File: src/rtl/prime_seg_display_pkg.sv
// Shared constants for the prime display: digit geometry, segment patterns
// and the conversion FSM state encoding.
package prime_seg_display_pkg;

  localparam int NUM_DIGITS = 6;
  localparam int BCD_W      = 24;
  localparam int BIN_W      = 20;
  localparam int SHIFT_W    = BCD_W + BIN_W;
  localparam int MAX_VALUE  = 999999;

  // Segment patterns are active-high {dp,g,f,e,d,c,b,a}; polarity is applied at the pins
  localparam logic [7:0] SEG_DASH  = 8'h40;
  localparam logic [7:0] SEG_BLANK = 8'h00;

  localparam logic [1:0] ST_IDLE   = 2'd0;
  localparam logic [1:0] ST_LOAD   = 2'd1;
  localparam logic [1:0] ST_SHIFT  = 2'd2;
  localparam logic [1:0] ST_COMMIT = 2'd3;

  function automatic logic [7:0] digitPattern(input logic [3:0] digit);
    case (digit)
      4'd0:    digitPattern = 8'h3F;
      4'd1:    digitPattern = 8'h06;
      4'd2:    digitPattern = 8'h5B;
      4'd3:    digitPattern = 8'h4F;
      4'd4:    digitPattern = 8'h66;
      4'd5:    digitPattern = 8'h6D;
      4'd6:    digitPattern = 8'h7D;
      4'd7:    digitPattern = 8'h07;
      4'd8:    digitPattern = 8'h7F;
      4'd9:    digitPattern = 8'h6F;
      default: digitPattern = SEG_BLANK;
    endcase
  endfunction

endpackage

File: src/rtl/prime_seg_display_bin2bcd.sv
// Sequential double-dabble: 20-bit binary to six BCD digits in 22 clocks
// (LOAD, twenty SHIFT cycles, COMMIT).
module bin2bcd_seq
  import prime_seg_display_pkg::*;
(
  input  logic             clk,
  input  logic             rstn,
  input  logic             start,
  input  logic [BIN_W-1:0] bin,
  output logic             done,
  output logic [BCD_W-1:0] bcd,
  output logic             busy
);

  logic [1:0]         r_state;
  logic [SHIFT_W-1:0] r_shift;
  logic [4:0]         r_count;
  logic [SHIFT_W-1:0] w_adjusted;

  always_comb begin
    w_adjusted = r_shift;
    for (int i = 0; i < NUM_DIGITS; i++) begin
      if (r_shift[BIN_W + 4*i +: 4] >= 4'd5)
        w_adjusted[BIN_W + 4*i +: 4] = r_shift[BIN_W + 4*i +: 4] + 4'd3;
    end
  end

  always_ff @(posedge clk or negedge rstn) begin
    if (!rstn) begin
      r_state <= ST_IDLE;
      r_shift <= '0;
      r_count <= '0;
    end else begin
      case (r_state)
        ST_IDLE:
          if (start) r_state <= ST_LOAD;
        ST_LOAD: begin
          r_shift <= {{BCD_W{1'b0}}, bin};
          r_count <= 5'(BIN_W - 1);
          r_state <= ST_SHIFT;
        end
        ST_SHIFT: begin
          r_shift <= {w_adjusted[SHIFT_W-2:0], 1'b0};
          if (r_count == 5'd0) r_state <= ST_COMMIT;
          else                 r_count <= r_count - 5'd1;
        end
        ST_COMMIT:
          r_state <= ST_IDLE;
        default:
          r_state <= ST_IDLE;
      endcase
    end
  end

  assign done = (r_state == ST_COMMIT);
  assign busy = (r_state != ST_IDLE);
  assign bcd  = r_shift[SHIFT_W-1:BIN_W];

endmodule

File: src/rtl/prime_seg_display.sv
// Samples the sieve's prime on each timer edge, converts it to BCD and scans it
// onto a six-digit multiplexed 7-segment display.
module prime_seg_display
  import prime_seg_display_pkg::*;
#(
  parameter int SCAN_DIV   = 100000,
  parameter bit BLANK_LZ   = 1'b1,
  parameter bit ACTIVE_LOW = 1'b1
)(
  input  logic             clk,
  input  logic             rstn,
  input  logic             timer,
  input  logic [BIN_W-1:0] prime_num,
  output logic [5:0]       an,
  output logic [7:0]       seg,
  output logic             busy,
  output logic             overflow
);

  localparam int              DIV_W    = (SCAN_DIV > 1) ? $clog2(SCAN_DIV) : 1;
  localparam logic [DIV_W-1:0] DIV_LAST = DIV_W'(SCAN_DIV - 1);

  logic [2:0]       r_timerSync;
  logic             r_first;
  logic             r_pending;
  logic [BIN_W-1:0] r_binQ;
  logic [BCD_W-1:0] r_digits;
  logic             r_overflow;
  logic [DIV_W-1:0] r_scanDiv;
  logic [2:0]       r_scanIdx;
  logic [5:0]       r_an;
  logic [7:0]       r_seg;

  logic             w_req;
  logic             w_start;
  logic             w_done;
  logic             w_busy;
  logic [BCD_W-1:0] w_bcd;
  logic [7:0]       w_curPat;
  logic [5:0]       w_anOneHot;

  // r_first forces one capture right after reset so the display tracks the sieve's reset value
  assign w_req   = (r_timerSync[1] & ~r_timerSync[2]) | r_first;
  assign w_start = r_pending & ~w_busy;

  always_ff @(posedge clk or negedge rstn) begin
    if (!rstn) begin
      r_timerSync <= '0;
      r_first     <= 1'b1;
      r_pending   <= 1'b0;
      r_binQ      <= '0;
      r_digits    <= 24'h000002;
      r_overflow  <= 1'b0;
    end else begin
      r_timerSync <= {r_timerSync[1:0], timer};
      r_first     <= 1'b0;
      if (w_req)        r_pending <= 1'b1;
      else if (w_start) r_pending <= 1'b0;
      if (w_start) r_binQ <= prime_num;
      if (w_done) begin
        r_digits   <= w_bcd;
        r_overflow <= (r_binQ > BIN_W'(MAX_VALUE));
      end
    end
  end

  bin2bcd_seq u_bin2bcd (
    .clk   (clk),
    .rstn  (rstn),
    .start (w_start),
    .bin   (r_binQ),
    .done  (w_done),
    .bcd   (w_bcd),
    .busy  (w_busy)
  );

  always_ff @(posedge clk or negedge rstn) begin
    if (!rstn) begin
      r_scanDiv <= '0;
      r_scanIdx <= '0;
    end else if (r_scanDiv == DIV_LAST) begin
      r_scanDiv <= '0;
      r_scanIdx <= (r_scanIdx == 3'(NUM_DIGITS - 1)) ? 3'd0 : r_scanIdx + 3'd1;
    end else begin
      r_scanDiv <= r_scanDiv + 1'b1;
    end
  end

  // Walk from the top digit down; zeros stay blank until the first nonzero digit
  always_comb begin
    logic       leading;
    logic [7:0] pat;
    leading  = BLANK_LZ;
    pat      = SEG_BLANK;
    w_curPat = SEG_BLANK;
    for (int i = NUM_DIGITS - 1; i >= 0; i--) begin
      pat = digitPattern(r_digits[4*i +: 4]);
      if (leading && (i > 0) && (r_digits[4*i +: 4] == 4'd0)) pat = SEG_BLANK;
      else                                                     leading = 1'b0;
      if (r_overflow) pat = SEG_DASH;
      if (r_scanIdx == 3'(i)) w_curPat = pat;
    end
  end

  assign w_anOneHot = 6'b000001 << r_scanIdx;

  always_ff @(posedge clk or negedge rstn) begin
    if (!rstn) begin
      r_an  <= ACTIVE_LOW ? 6'h3F : 6'h00;
      r_seg <= ACTIVE_LOW ? 8'hFF : 8'h00;
    end else begin
      r_an  <= ACTIVE_LOW ? ~w_anOneHot : w_anOneHot;
      r_seg <= ACTIVE_LOW ? ~w_curPat : w_curPat;
    end
  end

  assign an       = r_an;
  assign seg      = r_seg;
  assign busy     = w_busy;
  assign overflow = r_overflow;

endmodule

File: config.mk
export PLATFORM = sky130hd
export DESIGN_NAME = prime_seg_display
export DESIGN_NICKNAME = d
export VERILOG_FILES = /design/src/rtl/prime_seg_display_pkg.sv /design/src/rtl/prime_seg_display_bin2bcd.sv /design/src/rtl/prime_seg_display.sv
export SDC_FILE = /design/constraint.sdc
export NUM_CORES = 1
export LEC_CHECK = 0
export ABC_AREA = 1
export CORE_UTILIZATION = 25
export CTS_CLUSTER_SIZE = 25
export DETAILED_ROUTE_END_ITERATION = 7
export HOLD_SLACK_MARGIN = 0.05
export PLACE_DENSITY = 0.51
export SKIP_LAST_GASP = 1
export SYNTH_ARGS = -nofsm -noshare
export SYNTH_HDL_FRONTEND = slang
export SYNTH_HIERARCHICAL = 1
export SYNTH_SLANG_ARGS = --single-unit
File: constraint.sdc
create_clock -name clk -period 2.5 [get_ports clk]
set_input_delay 0.5 -clock clk [delete_from_list [all_inputs] [get_ports clk]]
set_output_delay 0.5 -clock clk [all_outputs]
set_load 0.03 [all_outputs]
==> Word level (Yosys, flattened, before mapping) <==
Memory sizes are Yosys's and may differ from the RTL's.
Cells that the tools add are included.
{ "word_totals": {"register_bits": 135, "latch_bits": 0, "mem_bits_rw": 0, "romBits": 672, "inputBits": 23, "output_inout_bits": 16, "elab_cells": 109, "memories": 6} }
{ "mem_list": {"columns": ["memory", "depth", "word_bits", "rd", "rd_ports_with_merged_regs", "write_ports", "line", "source"], "rows": [
  ["(name not given)", 16, 7, 1, 0, 0, "prime_seg_display_pkg.sv:21", "case (digit)"],
  ["(name not given)", 16, 7, 1, 0, 0, "prime_seg_display_pkg.sv:21", null],
  ["(name not given)", 16, 7, 1, 0, 0, "prime_seg_display_pkg.sv:21", null],
  ["(name not given)", 16, 7, 1, 0, 0, "prime_seg_display_pkg.sv:21", null],
  ["(name not given)", 16, 7, 1, 0, 0, "prime_seg_display_pkg.sv:21", null],
  ["(name not given)", 16, 7, 1, 0, 0, "prime_seg_display_pkg.sv:21", null]
]} }
{ "op_classes": {"n_addsub": 9, "multipliers": 0, "n_div": 0, "order_cmp": 7, "n_eq_ne": 12, "shifts": 1, "mux": 37, "bitwise": 7, "n_reduce_logical": 17} }
{ "op_table": {"columns": ["operator", "count"], "rows": [
  ["8-bit 2-to-1 mux", 17],
  ["44-bit case mux with 2 select lines", 1],
  ["4-bit by 3-bit greater-or-equal comparator with 1-bit output (second input constant)", 6],
  ["4-bit by 2-bit adder with 4-bit output (second input constant)", 5],
  ["20-bit > comparator (second input constant)", 1],
  ["4-bit logical NOT", 5],
  ["4-bit 2-to-1 mux", 5],
  ["17-bit by 1-bit adder with 17-bit output (second input constant)", 1],
  ["17-bit == test (second input constant)", 1],
  ["17-bit 2-to-1 mux", 1],
  ["5-bit case mux with 2 select lines", 1],
  ["8-bit inverter", 1],
  ["2-bit case mux with 4 select lines", 1],
  ["3-bit by 2-bit == test with 1-bit output (second input constant)", 2],
  ["3-bit == test (second input constant)", 2],
  ["1-bit 2-to-1 mux", 6],
  ["3-bit 2-to-1 mux", 2],
  ["6-bit inverter", 1],
  ["2-bit nonzero test", 3],
  ["1-bit by 3-bit left shift with 6-bit output (first input constant)", 1],
  ["5-bit logical NOT", 1],
  ["5-bit 2-to-1 mux", 1],
  ["5-bit by 1-bit subtractor with 5-bit output (second input constant)", 1],
  ["2-bit == test (second input constant)", 2],
  ["14 further kinds", 22]
]} }

==> Depth between registers and ports, before layout <==
Gate-level depths: netlist of the first run.
{ "depth": {"word_depth": 14, "ltp_mapped": 16, "ltp_nobuf": 16} }

==> Hierarchy <==
Netlist of the first run, hierarchy kept.
{ "by_module_without_submodules": {"columns": ["mod", "n_inst", "cells_each", "area_each_um2", "seq_area_each_um2"], "rows": [
  ["prime_seg_display", 1, 594, 4764.6, 2095.8],
  ["bin2bcd_seq", 1, 386, 3072.9, 1276.2]
]} }

==> Worst setup path after synthesis of the first run <==
OpenSTA, ideal clock, no wires.
{ "synth_timing": {"kind": "register to register", "start": "reg u_bin2bcd.r_state[0]", "end": "reg u_bin2bcd.r_state[1]", "setup_ps": 123, "t_arrival_ps": 1727, "required_ps": 2377, "setup_slack_ps": 650, "stages_incl_launch_ff": 10, "cell_sequence": "dfrtp_1 > inv_1 > ha_1 > inv_1 > nor2_1 > clkbuf_1 > or2_2 > nand2_2 > nand2_1 > o21ai_1"} }
{ "synth_via": {"elab_chain_len": 5, "elab_cells_between_ends": 11, "cone_classes": "eq/ne: 5; mux: 1; bitwise: 2; reduce/logical: 3"} }
{ "synth_lines": {"columns": ["element", "line", "source"], "rows": [
  ["from (decl)", "prime_seg_display_bin2bcd.sv:15", "logic [1:0] r_state;"],
  ["from (signal assigned)", "prime_seg_display_bin2bcd.sv:30", "r_state <= ST_IDLE;"],
  ["from (signal assigned)", "prime_seg_display_bin2bcd.sv:36", "if (start) r_state <= ST_LOAD;"],
  ["from (signal assigned)", "prime_seg_display_bin2bcd.sv:40", "r_state <= ST_SHIFT;"],
  ["2-bit nonzero test", "prime_seg_display_bin2bcd.sv:56", "assign busy = (r_state != ST_IDLE);"],
  ["named net busy", "prime_seg_display.sv:16", "output logic busy,"],
  ["1-bit inverter", "prime_seg_display.sv:44", "assign w_start = r_pending & ~w_busy;"],
  ["1-bit AND", "prime_seg_display.sv:44", null],
  ["named net w_start", "prime_seg_display.sv:35", "logic w_start;"],
  ["2-bit by 1-bit inequality test with 1-bit output (no source line)", null, null],
  ["2-bit AND reduction (no source line)", null, null]
]} }
The timed path passes the listed nets, and every way through them passes these cells.
A chain may end at the register's enable or synchronous reset.

==> Worst setup path after layout of the first run <==
{ "layout_timing": {"start": "reg u_bin2bcd.r_state[0]", "end": "out busy"} }
{ "layout_via": {"elab_chain_len": 1} }
{ "layout_lines": {"columns": ["element", "line"], "rows": [
  ["2-bit nonzero test", "prime_seg_display_bin2bcd.sv:56"],
  ["to (decl)", "prime_seg_display.sv:16"]
]} }
No other way between the ends.

==> flow_summary_export.csv, run 1 <==
group,metric,value,unit
status,outcome,"complete, but fails checks",
status,violations,"DRC",
route,drt-vias-per-instance,4.28,
floorplanning,die-area,32100,sq um
min_path,worst_hold_path_type,"flop to flop",
sta,finalWorstPathRequiredPeriod,2.38,ns
floorplanning,rows,64,
pwr,total_power,8.08,mW
critical_path,path_cells,"inv_1 > ha_1 > inv_1 > clkdlybuf4s50_1",
sta,tightest_slew,0.525,ns
sta,slew_headroom,64.8,%
pwr,power.switching,2.89,mW
clocking,cts_max_level,4,
pwr,leakage,4.34,nW
placed_design,io_buffers,37,
clocking,cts_tree,"built",
critical_path,cpMostUsedCell,"inv_1",
clocking,cts-root-buf,"clkbuf_16",
cells_and_area,syn_to_final_growth,16.0,%
critical_path,cp_slowest_cell,"clkdlybuf4s50_1",
global_route,antenna_found_initial,0,
floorplanning,initial_core_util,25.5,%
pwr,p_int,5.19,mW
sta,tns,0,ns
cells_and_area,final_util,29.6,%
critical_path,max_stage_delay,0.67,ns
clocking,clockBufferDepth,2,
pwr,p_sw_share,35.7,%
critical_path,timing.rr.start,"r_scanIdx[0]$_DFFE_PN0N_",
yosys,yosys_warnings,6,
yosys,synth_cells,980,
route,drt-total-wl,16.2,mm
sta,max_freq,420,MHz
pwr,clkPwrFrac,33.9,%
route,final_antenna_net_count,0,
critical_path,crit_family,"buffers and inverters",
sta,finalCritPeriodShare,95.2,%
yosys,synthTopCellsByCount,"nand2_1, dfrtp_1, inv_1",
yosys,async_reset_ff_share,100,%
yosys,synth_area_leaders,"dfrtp_1, nand2_1, ha_1",
route,drt_iter0_drc,344,
yosys,ys_seq_elements,134,
route,first_pass_iters,6,
yosys,synth_edf_count,0,
critical_path,required,2.00,ns
yosys,synthDistinctLibCells,44,
route,wire_per_inst,11.5,um
min_path,holdCritStartpoint,"r_timerSync[0]$_DFF_PN0_",
floorplanning,die_h,179,um
yosys,syn_nets,1055,
yosys,yosysMostFrequentCell,"nand2_1",
global_route,grt_pass1_wl,28.5,mm
critical_path,reg2reg_slack,0.51,ns
floorplanning,io_pins,39,
clocking,clk_latency,0.42,ns
yosys,ys_seq_area_share,43.0,%
cells_and_area,fillers,3324,
critical_path,critPathArrivalTime,1.88,ns
clocking,post_cts_buffers,0,
sta,finalHoldViolations,0,
critical_path,crit_fanout,4,
pwr,vdd_drop_max,0.000946,V
pwr,comb_power_share,29.7,%
floorplanning,core,30700,sq um
global_route,grt_pass1_vias,5860,
clocking,cts_inserted_buffers,17,
cells_and_area,n_antenna_cell,0,
clocking,cts_sinks,134,
flow_run,maxCapViolCount,0,
critical_path,crit_start,"u_bin2bcd/r_state[0]$_DFFE_PN0P_",
yosys,synth_top_area_share,38.0,%
global_route,grt_max_degree,52,
pwr,power.density,889,nW/um^2
yosys,yosys.area.top_type,"dfrtp_1",
cells_and_area,drive_above_1_share,11.2,%
sta,final.setup_skew,0.0129,ns
global_route,grt_usage,11.1,%
critical_path,critPathBufInv,3,
pwr,p_seq_share,36.4,%
yosys,syn_area,7840,sq um
sta,setup_viol_count_final,0,
clocking,clk_pin_slew,0.06,ns
critical_path,worstSetupStartpointType,"flop",
yosys,avgSynthCellArea,8.00,sq um
cells_and_area,finalNetCount,1071,
route,via_count,6009,
placed_design,hpwlAfterDp,11.5,mm
floorplanning,die_x,179,um
sta,rsz0062_at_grt,"false",
sta,finalMaxSlewViolations,0,
placed_design,gp_congestion,0.811,
route,drc_errors,13,
critical_path,crit_type,"flop to primary output",
critical_path,crit_path_end_kind,"primary output",
global_route,grt_overflow,0,
yosys,synth_ff_type,"dfrtp_1",
## layout by cell type, fill, tap and decap left out, types with 4 or more instances in the layout
cell             netlist  routed
a31oi_1                4       4
o211ai_1               8       8
inv_2                 13      13
nand2_1              295     295
o21ai_0               57      57
a21oi_1               28      28
clkinv_1               4       4
o21ai_1               11      11
dfrtp_1              119     119
nand4_1               10      10
buf_4                 30       5
o22ai_1                4       4
nor3_1                11      11
o22ai_2                5       5
nand3_1               82      82
or2_2                  4       4
clkbuf_16              0      17
o21ai_2                9       9
dfstp_2               15      15
clkdlybuf4s50_1        0      36
nand3_2                4       4
inv_1                103     103
bufinv_16              0       4
nand2_2                8       8
nor2_1                54      54
ha_1                  52      52
xor2_1                 4       4
## power by group through the flow
stage	clock (mW)	combinational (mW)	sequential, mW
floorplan	0	1.94	2.95
global placement	0	2.44	2.97
detailed placement	0	2.46	2.97
CTS	2.85	2.46	2.94
global route	2.92	2.79	3.00
finish	2.74	2.40	2.94
## final cells by class
cell class / instances / area, sq um / share of cell area [%]
clock buffers: 22 / 474 / 5.22
clock inverters: 10 / 169 / 1.86
inverters: 121 / 457 / 5.02
multi-input cells: 677 / 3660 / 40.3
flip-flops and latches: 134 / 3370 / 37.1
well taps: 396 / 495 / 5.45
repair buffers: 45 / 459 / 5.05
## registers in the layout (all words and copies together), names as in the netlist, 2 cells and up
signal             count
u_bin2bcd/r_shift     44
r_scanIdx              3
r_digits              24
an                     6
r_binQ                20
u_bin2bcd/r_state      2
r_scanDiv             17
r_timerSync            3
seg                    7
u_bin2bcd/r_count      5
## worst reg2reg max path, delay by kind of cell (launching register included)
family                     cells  cell delay [ns]
buffers and inverters          2             0.32
DFF                            1             0.54
adders and majority gates      1             0.22
AOI/OAI and AO/OA              1             0.13
and+or+nand+nor                8             0.74
## layer usage
| metal | up-vias | wire [um] | global-route usage [%] |
|---|---|---|---|
| met3 | 14 | 416 | 2.82 |
| met2 | 77 | 6910 | 17.1 |
| li1 | 3157 | - | - |
| met1 | 2761 | 8650 | 15.3 |
| met4 | 0 | 189 | 3.14 |
| met5 | - | 0 | 0 |
## kinds of logic after synthesis
family / after synthesis / share of synthesized area (%)
XOR/XNOR: 4 / 0.447
AND/OR/NAND/NOR: 487 / 27.9
flip-flops: 134 / 43.0
buffers and inverters: 169 / 10.2
AO/OA/AOI/OAI: 132 / 10.0
adder cells (fa/ha/maj): 52 / 8.30
other: 2 / 0.0958
## final timing paths
path | to | cells after the start
worst max register to register | seg[2]$_DFF_PN1_ | 12
min in group asynchronous | r_scanDiv[6]$_DFF_PN0_ | 2
max in group asynchronous | r_digits[1]$_DFFE_PN1P_ | 3
worst max-delay path | busy | 4
worst min-delay path | r_timerSync[1]$_DFF_PN0_ | 0
worst min register to register | r_timerSync[1]$_DFF_PN0_ | 0
## repair_timing
action                    4_1_cts  5_1_grt
hold endpoints to repair       29        0
hold buffers                    1        0
gates resized for setup         0        0
## through the flow
step	setup WS [ns]	std cells	hold WS, ns	area [sq um]
CTS	0.0879	1405	0.359	9090
floorplan	0.650	980	0.204	7840
detailed placement	0.505	1372	0.345	8440
finish	0.121	1405	0.357	9090
global placement	0.567	1372	0.339	8440
global route	0.0448	1405	0.377	9090
No activity file was read; power rests on OpenSTA's default activity.
==> run 2, diff against run 1 <==
--- a/config.mk
+++ b/config.mk
@@ -10,4 +10,5 @@
 export CTS_CLUSTER_SIZE = 25
 export DETAILED_ROUTE_END_ITERATION = 7
+export GPL_TIMING_DRIVEN = 1
 export HOLD_SLACK_MARGIN = 0.05
 export PLACE_DENSITY = 0.51
==> constraint.sdc (replaced) <==
create_clock -name clk -period 2.5 [get_ports clk]
set_input_delay 0.75 -clock clk [delete_from_list [all_inputs] [get_ports clk]]
set_output_delay 0.75 -clock clk [all_outputs]
set_load 0.03 [all_outputs]
==> run 2 against run 1 <==
- the flow still finishes with violations (DRC)
- wire length is 0.55% higher
- critical endpoint is now overflow
- final area is 0.23% lower
- via count is 0.18% higher
- combinational power hardly changed
- highest routed layer unchanged
- clock-buffer cell count is 2 lower
- die area stayed put
- largest power group unchanged
- sequential power hardly changed
- critical path depth is 3 lower
- flip-flop and latch count stayed put
==> flow_summary_export.csv, run 2 (synthesis results as in run 1) <==
group,metric,value,unit
flow_run,maxCapViolCount,0,
clocking,post_cts_buffers,0,
cells_and_area,largest_register_ffs,44,
status,violations,"DRC",
critical_path,max_stage_delay,0.73,ns
clocking,cts_max_level,4,
sta,finalMaxSlewViolations,0,
critical_path,critPathArrivalTime,1.68,ns
route,drt-total-wl,16.3,mm
floorplanning,rows,64,
placed_design,io_buffers,37,
critical_path,crit_path_end_kind,"primary output",
critical_path,crit_fanout,6,
cells_and_area,syn_to_final_growth,15.7,%
global_route,grt_overflow,0,
clocking,cts_tree,"built",
route,drt_iter0_drc,288,
cells_and_area,n_antenna_cell,0,
critical_path,crit_type,"flop to primary output",
critical_path,path_cells,"clkdlybuf4s50_1",
route,wire_per_inst,11.6,um
critical_path,critPathBufInv,1,
clocking,cts_inserted_buffers,17,
placed_design,placedCellCount,1371,
route,via_count,6020,
cells_and_area,drive_above_1_share,11.3,%
floorplanning,die-area,32100,sq um
min_path,worst_hold_path_type,"input pin to async pin",
pwr,power.density,886,nW/um^2
cells_and_area,stdcell_count,1403,
floorplanning,die_x,179,um
global_route,grt_max_degree,50,
sta,slew_headroom,54.3,%
placed_design,hpwlAfterDp,11.6,mm
sta,finalWorstPathRequiredPeriod,2.43,ns
sta,setup_viol_count_final,0,
sta,final.setup_skew,0.0103,ns
floorplanning,die_h,179,um
floorplanning,core,30700,sq um
sta,tns,0,ns
sta,finalCritPeriodShare,97.3,%
sta,rsz0062_at_grt,"false",
clocking,cts-root-buf,"clkbuf_16",
floorplanning,initial_core_util,25.5,%
route,drt-vias-per-instance,4.29,
sta,finalHoldViolations,0,
clocking,cts_sinks,134,
clocking,clk_pin_slew,0.06,ns
status,outcome,"complete, but fails checks",
route,first_pass_iters,7,
pwr,leakage,4.34,nW
critical_path,crit_start,"overflow$_DFFE_PN0P_",
critical_path,crit_family,"buffers and inverters",
sta,max_freq,411,MHz
route,drc_errors,13,
sta,setup_ws,0.0664,ns
critical_path,reg2reg_slack,0.49,ns
cells_and_area,reg_top3,"u_bin2bcd/r_shift (44), r_digits (24), r_binQ (20)",
pwr,total_power,8.04,mW
critical_path,timing.rr.start,"r_scanIdx[0]$_DFFE_PN0N_",
route,final_antenna_net_count,0,
cells_and_area,mostFrequentLayoutCells,"nand2_1, dfrtp_1, inv_1",
critical_path,worstRegToRegCells,12,
sta,tightest_slew,0.684,ns
cells_and_area,layout_commonest_cell,"nand2_1",
cells_and_area,top_register,"u_bin2bcd/r_shift",
clocking,clockBufferDepth,2,
sta,hold_slack,0.244,ns
pwr,vdd_drop_max,0.000884,V
cells_and_area,regArea,3370,sq um
floorplanning,io_pins,39,
critical_path,worstSetupStartpointType,"flop",
placed_design,gp_congestion,0.811,
cells_and_area,finalNetCount,1069,
clocking,clk_latency,0.43,ns
global_route,grt_usage,11.4,%
global_route,antenna_found_initial,1,
critical_path,r2r-end,"seg[2]$_DFF_PN1_",
placed_design,dp_slack,0.334,ns
critical_path,required,1.75,ns
global_route,grt_pass1_wl,29.1,mm
global_route,grt_pass1_vias,6075,
cells_and_area,multi_input_area,3660,sq um
cells_and_area,fillers,3335,
critical_path,cp_slowest_cell,"clkdlybuf4s50_1",
run 2: cell type report:
type	count	share of cell area [%]
clock inverters	12	1.92
clock buffers	20	5.15
multi-input cells	677	40.4
inverters	121	5.04
flip-flops and latches	134	37.2
well taps	396	5.46
repair buffers	43	4.86
run 2: repair_timing:
action / in CTS / in global routing
hold buffers: 0 / 0
resized for setup: 1 / 0
setup endpoints to repair: 1 / 0
run 2: worst max-delay path by stage:
stage,endpoint,slack [ns],depth (start not counted)
after floorplan,u_bin2bcd/r_state[1]$_DFFE_PN0P_,0.65,9
after global placement,busy,0.33,4
after detailed placement,busy,0.33,4
after CTS,overflow,0.04,1
after global routing,overflow,0.02,1
final,overflow,0.07,1
run 2: worst register-to-register path, cell delays in order (launching register included):
cell      delay [ns]
dfrtp_1         0.54
nand2_1         0.09
inv_1           0.06
ha_1            0.21
clkinv_1        0.28
nor2_1          0.29
o211ai_1        0.12
nand2_1         0.09
nand2_1         0.05
nand2_1         0.05
nand2_1         0.05
nand2_1         0.07
nand2_1         0.05
run 2: report_power, final:
part | switching [mW] | internal, mW | leakage, nW
Combinational | 1.62 | 0.748 | 2.31
Sequential | 0.279 | 2.65 | 1.72
Clock | 0.989 | 1.75 | 0.316
Total | 2.89 | 5.15 | 4.34
run 2: layer usage:
layer | up-vias | global-route usage, % | part of all wire, % | wire length (um)
met4 | 0 | 3.39 | 1.2 | 199
met5 | - | 0 | 0 | 0
met2 | 91 | 17.9 | 44 | 7110
met1 | 2764 | 15.3 | 52 | 8400
met3 | 18 | 2.91 | 3.3 | 544
li1 | 3147 | - | - | -
run 2: stage by stage:
| stage | utilization, % | area, sq um |
|---|---|---|
| after floorplan | - | 7840 |
| after global placement | 27.4 | 8430 |
| after detailed placement | 27.4 | 8430 |
| after CTS | 29.5 | 9070 |
| after global routing | 29.5 | 9070 |
| final | 29.5 | 9070 |
==> run 3, diff against run 2 <==
PLACE_DENSITY = 0.4   (was 0.51)
==> run 3 against run 2 <==
- the flow still finishes with violations (DRC)
- worst setup slack improved by 0.093 ns
- cell count up 0.21%
- combinational power about the same
- final area grew 0.63%
- clock-buffer cell count up 3
- non-clock buffer count rose by 3
- wire length is 5.4% higher
- flip-flop and latch count is the same
- worst hold slack worse by 0.079 ns
- fmax is 4.0% higher
- first-iteration DRC count rose by 6.9%
- critical path type unchanged
- largest power group unchanged
==> flow_summary_export.csv, run 3 (synthesis results as in run 1) <==
group,metric,value,unit
sta,slew_headroom,52.1,%
cells_and_area,mostFrequentLayoutCells,"nand2_1, dfrtp_1, inv_1",
critical_path,worstSetupStartpointType,"flop",
clocking,clk_pin_slew,0.06,ns
sta,hold_slack,0.165,ns
critical_path,crit_start,"an[5]$_DFF_PN1_",
route,drt_iter0_drc,308,
floorplanning,die_x,179,um
placed_design,io_buffers,37,
pwr,vdd_drop_max,0.000845,V
placed_design,hpwlAfterDp,12.1,mm
route,wire_per_inst,12.2,um
global_route,antenna_found_initial,0,
sta,setup_viol_count_final,0,
sta,finalMaxSlewViolations,0,
sta,max_freq,427,MHz
min_path,worst_hold_path_type,"input pin to async pin",
clocking,cts_max_level,4,
global_route,grt_usage,11.7,%
route,drc_errors,13,
critical_path,crit_fanout,1,
cells_and_area,n_antenna_cell,0,
critical_path,crit_path_end_kind,"primary output",
cells_and_area,top_register,"u_bin2bcd/r_shift",
sta,finalCritPeriodShare,93.6,%
route,drt-total-wl,17.1,mm
critical_path,critPathBufInv,1,
critical_path,path_depth,1,
placed_design,dp_slack,0.328,ns
critical_path,path_cells,"clkdlybuf4s50_1",
critical_path,critPathArrivalTime,1.59,ns
cells_and_area,largest_register_ffs,44,
sta,finalWorstPathRequiredPeriod,2.34,ns
clocking,post_cts_buffers,0,
critical_path,crit_end,"an[5]",
clocking,clk_latency,0.42,ns
route,first_pass_iters,7,
flow_run,maxCapViolCount,0,
floorplanning,core,30700,sq um
clocking,ctsHoldBuffers,0,
sta,setup_ws,0.159,ns
critical_path,reg2reg_slack,0.44,ns
cells_and_area,layout_commonest_cell,"nand2_1",
route,via_count,5998,
pwr,leakage,4.37,nW
critical_path,max_stage_delay,0.67,ns
critical_path,timing.rr.start,"r_scanIdx[0]$_DFFE_PN0N_",
critical_path,r2r-end,"seg[2]$_DFF_PN1_",
critical_path,worstRegToRegCells,12,
floorplanning,initial_core_util,25.5,%
route,drt-vias-per-instance,4.27,
sta,rsz0062_at_grt,"false",
status,violations,"DRC",
clocking,cts_inserted_buffers,17,
global_route,grt_overflow,0,
floorplanning,rows,64,
critical_path,crit_type,"flop to primary output",
cells_and_area,drive_above_1_share,11.3,%
clocking,clockBufferDepth,2,
floorplanning,die_h,179,um
floorplanning,io_pins,39,
critical_path,cp_slowest_cell,"clkdlybuf4s50_1",
cells_and_area,syn_to_final_growth,16.4,%
critical_path,required,1.75,ns
pwr,power.density,902,nW/um^2
global_route,grt_max_degree,50,
cells_and_area,finalNetCount,1072,
sta,final.setup_skew,0.0128,ns
clocking,cts_tree,"built",
sta,finalHoldViolations,0,
global_route,grt_pass1_wl,29.4,mm
sta,tightest_slew,0.718,ns
critical_path,crit_family,"buffers and inverters",
sta,tns,0,ns
global_route,grt_pass1_vias,5901,
floorplanning,die-area,32100,sq um
route,final_antenna_net_count,0,
clocking,cts_sinks,134,
clocking,cts-root-buf,"clkbuf_16",
placed_design,gp_congestion,0.769,
cells_and_area,reg_top3,"u_bin2bcd/r_shift (44), r_digits (24), r_binQ (20)",
status,outcome,"complete, but fails checks",
run 3: changes by cell type in the layout (fill, tap and decap cells not counted):
| cell | change |
|---|---|
| buf_4 | +3 |
| bufinv_16 | +2 |
| clkbuf_1 | +3 |
| clkinv_2 | -2 |
| clkinv_4 | -2 |
| inv_6 | -1 |
run 3: per-layer routing:
layer / track usage (%) / vias up / part of all wire, %
li1: - / 3167 / -
met1: 16.2 / 2754 / 53
met4: 3.74 / 0 / 1.2
met2: 17.8 / 65 / 43
met5: 0 / - / 0
met3: 2.91 / 12 / 2.7
run 3: where the power goes:
group	switching, mW	internal, mW	leakage, nW
registers	0.282	2.65	1.72
clock network	0.966	1.95	0.327
logic	1.64	0.748	2.32
run 3: timing repair:
| item | 4_1_cts | 5_1_grt |
|---|---|---|
| gates resized for setup | 1 | 0 |
| hold endpoints to repair | 0 | 0 |
| endpoints found under the setup margin | 1 | 0 |
run 3: final cells by class:
| type | instances | area [sq um] |
|---|---|---|
| Clock buffer | 23 | 478 |
| Timing Repair Buffer | 46 | 463 |
| Tap cell | 396 | 495 |
| Inverter | 121 | 457 |
| Clock inverter | 9 | 198 |
| Multi-Input combinational cell | 677 | 3660 |
| Fill cell | 3291 | 21600 |
| Sequential cell | 134 | 3370 |
run 3: stage by stage:
stage	std cells	cell area [sq um]	util, %	total power, mW
2_1_floorplan	980	7840	-	4.89
3_3_place_gp	1374	8450	27.5	5.43
3_5_place_dp	1374	8450	27.5	5.43
4_1_cts	1406	9130	29.7	8.41
5_1_grt	1406	9130	29.7	8.85
6_report	1406	9130	29.7	8.24
run 3: how the worst min path moves through the flow:
stage / end / slack, ns / cells past startpoint
2_1_floorplan: r_timerSync[1]$_DFF_PN0_ / 0.33 / 0
3_3_place_gp: r_timerSync[1]$_DFF_PN0_ / 0.33 / 0
3_5_place_dp: r_timerSync[1]$_DFF_PN0_ / 0.33 / 0
4_1_cts: r_scanDiv[6]$_DFF_PN0_ / 0.14 / 1
5_1_grt: r_scanDiv[6]$_DFF_PN0_ / 0.15 / 1
6_report: r_scanDiv[6]$_DFF_PN0_ / 0.16 / 1
